===== src/rtl/tmds_encoder_multi.sv =====
// Multi-lane TMDS encoder: control, 8b/10b video, video guard band, and
// optional TERC4 data island / island guard band. Each lane has a two-stage
// pipeline and its own running disparity counter.
// Optional feature macro: TMDS_DATA_ISLAND_EN. When it is defined, modes 3/4
// use the TERC4 table. When it is undefined, modes 3/4 decode as CTRL.

// ---------------------------------------------------------------------------
// One TMDS lane: stage 1 transition minimisation, stage 2 DC balance / mode mux
// ---------------------------------------------------------------------------
module tmds_lane #(
    parameter int LANE  = 0,
    parameter int CNT_W = 6
) (
    input  logic             clk,
    input  logic             rst,
    input  logic             load,      // input symbol valid (stage-1 enable)
    input  logic             s1_valid,  // stage-1 contents valid (stage-2 enable)
    input  logic [2:0]       mode,
    input  logic [7:0]       data,
    input  logic [1:0]       ctrl,
    input  logic [3:0]       terc4,
    output logic [9:0]       q,
    output logic [CNT_W-1:0] disp
);
    localparam logic [2:0] MODE_VIDEO    = 3'd1;
    localparam logic [2:0] MODE_VIDEO_GB = 3'd2;
`ifdef TMDS_DATA_ISLAND_EN
    localparam logic [2:0] MODE_ISLAND    = 3'd3;
    localparam logic [2:0] MODE_ISLAND_GB = 3'd4;
`endif

    localparam logic [9:0] CTRL_00 = 10'b0010101011;
    localparam logic [9:0] CTRL_01 = 10'b1101010100;
    localparam logic [9:0] CTRL_10 = 10'b0010101010;
    localparam logic [9:0] CTRL_11 = 10'b1101010101;
    localparam logic [9:0] GB_A    = 10'b1011001100;
    localparam logic [9:0] GB_B    = 10'b0100110011;

    localparam logic signed [CNT_W-1:0] TWO   = CNT_W'(2);
    localparam logic signed [CNT_W-1:0] EIGHT = CNT_W'(8);

    function automatic logic [3:0] popcnt8(input logic [7:0] d);
        logic [3:0] n;
        n = 4'd0;
        for (int i = 0; i < 8; i++) n = n + {3'b000, d[i]};
        return n;
    endfunction

    // XNOR chain when the byte is ones-heavy (ties broken by bit 0), else XOR.
    function automatic logic [8:0] trans_min(input logic [7:0] d);
        logic [8:0] m;
        logic [3:0] n;
        logic       use_xnor;
        n        = popcnt8(d);
        use_xnor = (n > 4'd4) || (n == 4'd4 && !d[0]);
        m[0]     = d[0];
        for (int i = 1; i < 8; i++)
            m[i] = use_xnor ? ~(m[i-1] ^ d[i]) : (m[i-1] ^ d[i]);
        m[8] = ~use_xnor;
        return m;
    endfunction

    function automatic logic [9:0] ctrl_code(input logic [1:0] c);
        logic [9:0] s;
        case (c)
            2'b00:   s = CTRL_00;
            2'b01:   s = CTRL_01;
            2'b10:   s = CTRL_10;
            default: s = CTRL_11;
        endcase
        return s;
    endfunction

`ifdef TMDS_DATA_ISLAND_EN
    function automatic logic [9:0] terc4_code(input logic [3:0] t);
        logic [9:0] s;
        case (t)
            4'h0:    s = 10'b1010011100;
            4'h1:    s = 10'b1001100011;
            4'h2:    s = 10'b1011100100;
            4'h3:    s = 10'b1011100010;
            4'h4:    s = 10'b0101110001;
            4'h5:    s = 10'b0100011110;
            4'h6:    s = 10'b0110001110;
            4'h7:    s = 10'b0100111100;
            4'h8:    s = 10'b1011001100;
            4'h9:    s = 10'b0100111001;
            4'hA:    s = 10'b0110011100;
            4'hB:    s = 10'b1011000110;
            4'hC:    s = 10'b1010001110;
            4'hD:    s = 10'b1001110001;
            4'hE:    s = 10'b0101100011;
            default: s = 10'b1011000011;
        endcase
        return s;
    endfunction
`endif

    // stage-1 state
    logic [8:0] qm_r;
    logic [2:0] mode_r;
    logic [1:0] ctrl_r;
`ifdef TMDS_DATA_ISLAND_EN
    logic [3:0] terc4_r;
`else
    logic       terc4_unused;
    assign terc4_unused = ^terc4;
`endif

    // stage-2 state
    logic [9:0]              q_r;
    logic signed [CNT_W-1:0] cnt;

    // next-state for stage 2
    logic [9:0]              nxt_q;
    logic signed [CNT_W-1:0] nxt_cnt;
    logic [3:0]              n1;
    logic signed [CNT_W-1:0] n1_s;
    logic signed [CNT_W-1:0] diff;   // N1 - N0 of q_m[7:0]
    logic                    qm8;

    // Stage 1: register minimised byte and side-band fields; hold on bubbles
    always_ff @(posedge clk) begin
        if (rst) begin
            qm_r   <= '0;
            mode_r <= '0;
            ctrl_r <= '0;
`ifdef TMDS_DATA_ISLAND_EN
            terc4_r <= '0;
`endif
        end else if (load) begin
            qm_r   <= trans_min(data);
            mode_r <= mode;
            ctrl_r <= ctrl;
`ifdef TMDS_DATA_ISLAND_EN
            terc4_r <= terc4;
`endif
        end
    end

    // Stage 2 combinational: DC balance for video, table lookup otherwise
    always_comb begin
        nxt_q   = ctrl_code(ctrl_r);
        nxt_cnt = '0;
        qm8     = qm_r[8];
        n1      = popcnt8(qm_r[7:0]);
        n1_s    = signed'({{(CNT_W-4){1'b0}}, n1});
        diff    = n1_s - (EIGHT - n1_s);
        case (mode_r)
            MODE_VIDEO: begin
                if (cnt == '0 || n1 == 4'd4) begin
                    nxt_q   = {~qm8, qm8, qm8 ? qm_r[7:0] : ~qm_r[7:0]};
                    nxt_cnt = qm8 ? cnt + diff : cnt - diff;
                end else if ((!cnt[CNT_W-1] && n1 > 4'd4) ||
                             ( cnt[CNT_W-1] && n1 < 4'd4)) begin
                    nxt_q   = {1'b1, qm8, ~qm_r[7:0]};
                    nxt_cnt = cnt + (qm8 ? TWO : '0) - diff;
                end else begin
                    nxt_q   = {1'b0, qm8, qm_r[7:0]};
                    nxt_cnt = cnt + diff - (qm8 ? '0 : TWO);
                end
            end
            MODE_VIDEO_GB: nxt_q = (LANE == 1) ? GB_B : GB_A;
`ifdef TMDS_DATA_ISLAND_EN
            MODE_ISLAND:    nxt_q = terc4_code(terc4_r);
            MODE_ISLAND_GB: nxt_q = (LANE == 0) ? terc4_code(terc4_r) : GB_B;
`endif
            default: nxt_q = ctrl_code(ctrl_r);
        endcase
    end

    // Stage 2: commit symbol and disparity only for valid stage-1 contents
    always_ff @(posedge clk) begin
        if (rst) begin
            q_r <= CTRL_00;
            cnt <= '0;
        end else if (s1_valid) begin
            q_r <= nxt_q;
            cnt <= nxt_cnt;
        end
    end

    assign q    = q_r;
    assign disp = cnt;
endmodule

// ---------------------------------------------------------------------------
// Top: valid shift register plus one lane instance per TMDS channel
// ---------------------------------------------------------------------------
module tmds_encoder_multi #(
    parameter int NUM_CH = 3,
    parameter int CNT_W  = 6
) (
    input  logic                    clk,
    input  logic                    rst,
    input  logic                    i_valid,
    input  logic [2:0]              i_mode,
    input  logic [NUM_CH*8-1:0]     i_data,
    input  logic [NUM_CH*2-1:0]     i_ctrl,
    input  logic [NUM_CH*4-1:0]     i_terc4,
    output logic                    o_valid,
    output logic [NUM_CH*10-1:0]    o_q,
    output logic [NUM_CH*CNT_W-1:0] o_disp
);
    localparam int STAGES = 2;

    // vld_pipe[1] = stage-1 valid, vld_pipe[STAGES] = output valid
    logic [STAGES:1] vld_pipe;

    // Valid flag shift register; bubbles travel alongside the data
    always_ff @(posedge clk) begin
        if (rst) vld_pipe <= '0;
        else     vld_pipe <= {vld_pipe[STAGES-1:1], i_valid};
    end

    assign o_valid = vld_pipe[STAGES];

    for (genvar g = 0; g < NUM_CH; g++) begin : g_lane
        tmds_lane #(
            .LANE  (g),
            .CNT_W (CNT_W)
        ) u_lane (
            .clk      (clk),
            .rst      (rst),
            .load     (i_valid),
            .s1_valid (vld_pipe[1]),
            .mode     (i_mode),
            .data     (i_data[8*g +: 8]),
            .ctrl     (i_ctrl[2*g +: 2]),
            .terc4    (i_terc4[4*g +: 4]),
            .q        (o_q[10*g +: 10]),
            .disp     (o_disp[CNT_W*g +: CNT_W])
        );
    end
endmodule


===== config.mk =====
export PLATFORM = sky130hd
export DESIGN_NAME = tmds_encoder_multi
export DESIGN_NICKNAME = d
export VERILOG_FILES = /design/src/rtl/tmds_encoder_multi.sv
export SDC_FILE = /design/constraint.sdc
export NUM_CORES = 1
export LEC_CHECK = 0
export ABC_AREA = 1
export BUFFER_PORTS_ARGS = -buffer_cell sky130_fd_sc_hd__buf_4
export CAP_MARGIN = 40
export CORE_AREA = 2 2 138 140
export CTS_CLUSTER_SIZE = 12
export DETAILED_ROUTE_END_ITERATION = 8
export DIE_AREA = 0 0 140 142
export SLEW_MARGIN = 20
export SYNTH_ARGS = -nofsm -noshare
export SYNTH_HDL_FRONTEND = slang
export SYNTH_SLANG_ARGS = --single-unit

===== constraint.sdc =====
create_clock -name clk -period 6.3 [get_ports clk]
set_input_delay 0.315 -clock clk [delete_from_list [all_inputs] [get_ports clk]]
set_output_delay 0.315 -clock clk [all_outputs]
set_load 0.02 [all_outputs]

== Word-level counts from Yosys, hierarchy flattened ==
Index checks and enable logic that the tools add are counted.

* Bits in registers: 86
* Logic and storage cells: 238
* Bits of input ports: 48
* Output and inout bits: 49

* Muxes and demuxes: 54
* $add $sub $neg: 66
* $lt $le $gt $ge: 9
* Bitwise logic cells: 51
* Equality and inequality tests: 14
* Reduce and logical (&&, ||, !) cells: 30

{| class="wikitable"
|+ Operators with widths
! operator !! count
|-
| 4-bit by 1-bit adder with 4-bit output || 36
|-
| 10-bit case mux with 3 select lines || 3
|-
| 6-bit two-way mux || 12
|-
| 10-bit two-way mux || 6
|-
| 10-bit case mux with 2 select lines || 3
|-
| 6-bit adder || 9
|-
| 6-bit subtractor || 9
|-
| 1-bit NOT || 27
|-
| 4-bit by 3-bit == test with 1-bit output (second input constant) || 6
|-
| 4-bit by 3-bit greater-than comparator with 1-bit output (second input constant) || 6
|-
| 8-bit two-way mux || 3
|-
| 8-bit NOT || 3
|-
| 1-bit two-way mux || 21
|-
| 1-bit XOR || 21
|-
| 6-bit zero test || 3
|-
| 5-bit by 6-bit subtractor with 6-bit output || 3
|-
| 4-bit by 4-bit subtractor with 5-bit output (first input constant) || 3
|-
| 1-bit by 1-bit adder with 2-bit output || 6
|-
| 4-bit by 3-bit < comparator with 1-bit output (second input constant) || 3
|-
| 2-bit two-way mux || 6
|-
| 1-bit logical AND || 9
|-
| 1-bit logical OR || 9
|-
| 2-bit by 1-bit == test with 1-bit output (second input constant) || 3
|-
| 2-bit == test (second input constant) || 3
|-
| 4 further kinds || 11
|}

== Longest topological paths before layout ==
* Depth in word-level cells: 29
* Depth in mapped cells: 25
* Depth with buffers taken out: 25

== Cells and area by module ==
From an unflattened synthesis, not the netlist that was laid out.

* Cells, all modules: 1188
* Area total of the unflattened synthesis: 8303.0 µm²

{| class="wikitable"
|+ By module, submodules not included
! module !! cells each !! instances !! sequential area each (µm²) !! area each (µm²)
|-
| tmds_lane at g_lane[1].u_lane || 399 || 1 || 600.6 || 2791.4
|-
| tmds_lane at g_lane[0].u_lane || 391 || 1 || 600.6 || 2733.9
|-
| tmds_lane at g_lane[2].u_lane || 392 || 1 || 600.6 || 2722.6
|-
| tmds_encoder_multi || 6 || 1 || 40.0 || 55.1
|}

== Worst setup path before layout ==
No wires, ideal clock.

* Kind: register to register
* Start: reg g_lane[0].u_lane.qm_r[0]
* End: reg g_lane[0].u_lane.cnt[5]
* Library setup time: 0.132 ns
* Buffers on the path: 0
* Data arrival time: 4.259 ns
* Clock period less this slack: 4.391 ns
* Cell stages (with the launch flop): 24
* Setup slack: 1.909 ns
* Required time: 6.168 ns
* Path through: dfxtp_1 > ha_1 > inv_1 > fa_1 > fa_1 > fa_1 > fa_1 > inv_1 > nand2_1 > nand2_1 > inv_1 > ha_1 > inv_1 > ha_1 > inv_1 > ha_1 > a21oi_1 > nand2_1 > nand2_1 > nand2_1 > nand2_1 > nand3_1 > nand3_1 > a21oi_1

* Word-level cells in the longest chain between the ends: 14
* Elaborated cells on any way between the ends: 25
* Classes of those cells: 14 x add/sub; 2 x order compare; 1 x eq/ne; 4 x mux; 4 x reduce/logical

{| class="wikitable"
|+ RTL lines
! element !! line !! RTL
|-
| from (decl) || 100 || <nowiki>logic [8:0] qm_r;</nowiki>
|-
| from (signal assigned) || 132 || <nowiki>qm_r <= trans_min(data);</nowiki>
|-
| 1-bit by 1-bit adder with 2-bit output (*) || 45 || <nowiki>for (int i = 0; i < 8; i++) n = n + {3'b000, d[i]};</nowiki>
|-
| 4-bit by 1-bit adder with 4-bit output (*) (6 in series) || 45 ||
|-
| 4-bit by 4-bit subtractor with 5-bit output || 148 || <nowiki>diff = n1_s - (EIGHT - n1_s);</nowiki>
|-
| 5-bit by 6-bit subtractor with 6-bit output || 148 ||
|-
| 6-bit adder || 160 || <nowiki>nxt_cnt = cnt + diff - (qm8 ? '0 : TWO);</nowiki>
|-
| 6-bit subtractor || 160 ||
|-
| 6-bit two-way mux || 154 || <nowiki>end else if ((!cnt[CNT_W-1] && n1 > 4'd4) ||</nowiki>
|-
| 6-bit two-way mux (*) || 151 || <nowiki>if (cnt == '0 || n1 == 4'd4) begin</nowiki>
|-
| 6-bit two-way mux (*) || 149 || <nowiki>case (mode_r)</nowiki>
|-
| to (signal assigned) || 179 || <nowiki>cnt <= nxt_cnt;</nowiki>
|-
| to (decl) || 112 || <nowiki>logic signed [CNT_W-1:0] cnt;</nowiki>
|}

Mark *: on every way between the ends. The rest lies on a longest branch, timed or not.
A chain may end at the register's enable or synchronous reset.

== Worst setup path after layout ==
Same ends and word-level chain as after synthesis.

==> impl_metrics.yaml <==
clock_network:
  cts_root_buf: "clkbuf_16"
  clk_latency_ns: 0.34
  h-tree-depth: 3
  cts_sinks: 86
  clk_pin_slew_ns: 0.07
  cts-resized-gates: 0
  numCtsBuffers: 9
  cts_hold_buf: 0
  post_cts_buffers: 0
  cts_tree: "done"
  clockBufferDepth: 2
route:
  drt_iter0_markers: 459
  dr_total_vias: 7456
  drc: 0
  via_per_inst: 4.96
  wirelength_mm: 20.7
  ant_nets: 0
  first_pass_iters: 7
  wl_per_cell_um: 13.8
logic_synthesis:
  yosysWarnings: 0
  synth.top_cells.by_count: "nand2_1 (246), inv_1 (202), nor2_1 (123)"
  synth_seq_cells: 86
  postSynthAreaPerCell_um2: 6.79
  synthFlopType: "dfxtp_1"
  synth_area_um2: 8150
  synth-seq-area-share: 0.211
  synth_edf_count: 0
  synth_cell_types: 37
  synth_nets: 1384
  synth_most_common_cell: "nand2_1"
  syn-instance-count: 1201
  synthArstFlopShare: 0
  synth_area_leaders: "dfxtp_1 (21%), ha_1 (15%), nand2_1 (11%)"
  synth_top_area_cell: "dfxtp_1"
  synth_top_area_frac: 0.211
timing:
  slew_headroom: 0.496
  fin_tns_setup_ns: 0
  setup_violations: 0
  max_freq_ghz: 0.210
  fin_crit_sh: 0.755
  worst_pin_slew_ns: 0.754
  fin_skew_ns: 0.00606
  hold_viol: 0
  rsz0062_at_grt: "no"
  final.min_clock_period_ns: 4.76
  timing.hold.ws_ns: 0.190
  worst_slack_ns: 1.54
  slew_violations: 0
outcome:
  status: "completed"
worst_setup_path:
  crit_path_start_kind: "register"
  critPathMaxFanout: 4
  cp_common_cell: "nand2_1"
  crit_end: "g_lane[0].u_lane.disp[5]$_SDFFE_PP0P_"
  worstSetupPathType: "reg -> reg"
  r2r_setup_slack_ns: 1.54
  reg2regPathDepth: 23
  crit_path_end_kind: "register"
  max_stage_delay_ns: 0.51
  worst-path-buf-inv: 5
  slowest_stage: "fa_1"
  reg2reg_from: "g_lane[0].u_lane.qm_r[0]$_SDFFE_PP0P_"
  cp.arrival_ns: 4.96
  critical_path_required_ns: 6.50
  critical_path.startpoint: "g_lane[0].u_lane.qm_r[0]$_SDFFE_PP0P_"
  path_depth: 23
  crit_family: "adder cells"
  cp_cell_sequence: "ha_1 -> inv_1 -> fa_1 -> fa_1 -> fa_1 -> fa_1 -> inv_1 -> nand2_1 -> nand2_1 -> inv_1 -> ha_1 -> inv_1 -> ha_1 -> inv_1 -> ha_1 -> a21oi_1 -> nand2_1 -> nand2_1 -> nand2_1 -> nand2_1 -> nand3_1 -> nand3_1 -> a21oi_1"
  r2r_end: "g_lane[0].u_lane.disp[5]$_SDFFE_PP0P_"
floorplan:
  die_h_um: 142
  core_um2: 18500
  die-area_um2: 19900
  fp-row-count: 50
  initial_core_util: 0.442
  die_w_um: 140
  io_pins: 97
place:
  dpl.cell_count: 1487
  dpl.hpwl_mm: 16.0
  pre_cts_slack_ns: 1.57
  io_buffers: 84
  place_congestion: 0.867
layout:
  antenna_cells: 0
  fill_cells: 1896
  drive_above_1_share: 0.102
  num-nets-final: 1447
  syn2layout_area_growth_pct: 13.4
  final_cells: 1503
  final_util: 0.501
pwr:
  leakagePower_nw: 4.81
  ir_drop_v: 0.000137
  power_density_nw_per_um2: 337
run:
  cap_violations: 0
global_routing:
  grt_max_degree: 57
  grt_util_all_layers: 0.216
  antenna_found_initial: 0
  grt_pass1_wl_mm: 35.1
  grt_overflow: 0
  grt_pass1_vias: 7073
worst_hold_path:
  hp-class: "in -> reg"
==> flip-flops by register name, indices dropped and copies added, names as in the netlist <==
signal,count
g_lane.u_lane.ctrl_r,6
g_lane.u_lane.mode_r,3
g_lane.u_lane.qm_r,27
g_lane.u_lane.disp,18
g_lane.u_lane.q,30
vld_pipe,2
==> metal layers <==
| layer | part of all wire | GRT usage | vias to the layer above | wire (µm) |
|---|---|---|---|---|
| li1 | - | - | 3944 | - |
| met1 | 0.50 | 0.313 | 3340 | 10400 |
| met2 | 0.44 | 0.350 | 156 | 9220 |
| met3 | 0.040 | 0.0175 | 16 | 828 |
| met4 | 0.012 | 0.0537 | 0 | 257 |
| met5 | 0 | 0 | - | 0 |
==> where the power goes <==
| group | switching, mW | internal, mW | total [mW] | leakage (nW) |
|---|---|---|---|---|
| registers | 0.0457 | 0.588 | 0.634 | 0.708 |
| clock network | 0.246 | 0.326 | 0.572 | 0.149 |
| logic | 1.16 | 0.749 | 1.91 | 3.96 |
| total | 1.45 | 1.66 | 3.11 | 4.81 |
==> cell usage in the layout, fill, tap and decap left out, types with 6 or more instances in the layout <==
cell / Yosys / final
inv_2: 6 / 6
nor2_1: 123 / 123
ha_1: 96 / 96
clkbuf_16: 0 / 9
xor2_1: 17 / 17
buf_4: 4 / 87
nand3_1: 100 / 100
fa_1: 39 / 39
or2_2: 6 / 6
o211ai_1: 9 / 9
nand3b_1: 12 / 12
o21ai_0: 74 / 74
a21oi_1: 91 / 91
xnor2_1: 7 / 7
nand2_1: 246 / 246
nand4_1: 6 / 6
inv_1: 202 / 202
o21ai_1: 9 / 9
dfxtp_1: 86 / 86
a211oi_1: 9 / 9
==> kinds of logic after synthesis <==
group                      share of synthesized area
adders and majority gates                      0.243
buffers and inverters                          0.121
AOI/OAI and AO/OA                              0.138
xor gates and xnor gates                      0.0258
and+or+nand+nor                                0.261
DFF                                            0.211
==> worst min-delay path by stage <==
| stage | slack [ns] | depth (start not counted) | endpoint | from |
|---|---|---|---|---|
| after floorplan | 0.44 | 2 | g_lane[1].u_lane.mode_r[1]$_SDFFE_PP0P_ | g_lane[1].u_lane.mode_r[1]$_SDFFE_PP0P_ |
| after global placement | 0.45 | 2 | g_lane[1].u_lane.mode_r[1]$_SDFFE_PP0P_ | g_lane[1].u_lane.mode_r[1]$_SDFFE_PP0P_ |
| after detailed placement | 0.45 | 2 | g_lane[1].u_lane.mode_r[1]$_SDFFE_PP0P_ | g_lane[1].u_lane.mode_r[1]$_SDFFE_PP0P_ |
| final | 0.19 | 3 | g_lane[1].u_lane.mode_r[0]$_SDFFE_PP0P_ | i_mode[0] |
| after global routing | 0.19 | 3 | g_lane[1].u_lane.mode_r[0]$_SDFFE_PP0P_ | i_mode[0] |
| after CTS | 0.18 | 3 | g_lane[1].u_lane.mode_r[0]$_SDFFE_PP0P_ | i_mode[0] |
==> through the flow <==
stage / instance area (µm²) / total power [mW]
6_report: 9240 / 3.11
5_1_grt: 9240 / 3.46
3_3_place_gp: 8900 / 2.51
3_5_place_dp: 8930 / 2.55
4_1_cts: 9240 / 3.13
2_1_floorplan: 8150 / 2.13
==> layout make-up <==
| type | instances | area, µm² | share of cell area |
|---|---|---|---|
| clock buffers | 10 | 239 | 0.0259 |
| clock inverters | 6 | 76.3 | 0.00826 |
| inverters | 209 | 785 | 0.0849 |
| multi-input cells | 869 | 5440 | 0.589 |
| flip-flops and latches | 86 | 1720 | 0.186 |
| well taps | 234 | 293 | 0.0317 |
| repair buffers | 89 | 683 | 0.0739 |
==> tightest hold or removal path, cell delays in order <==
cell,delay [ns]
buf_4,0.08
nor2_1,0.03
nor2_1,0.08
Note: power is estimated with default switching activity, not from simulation.
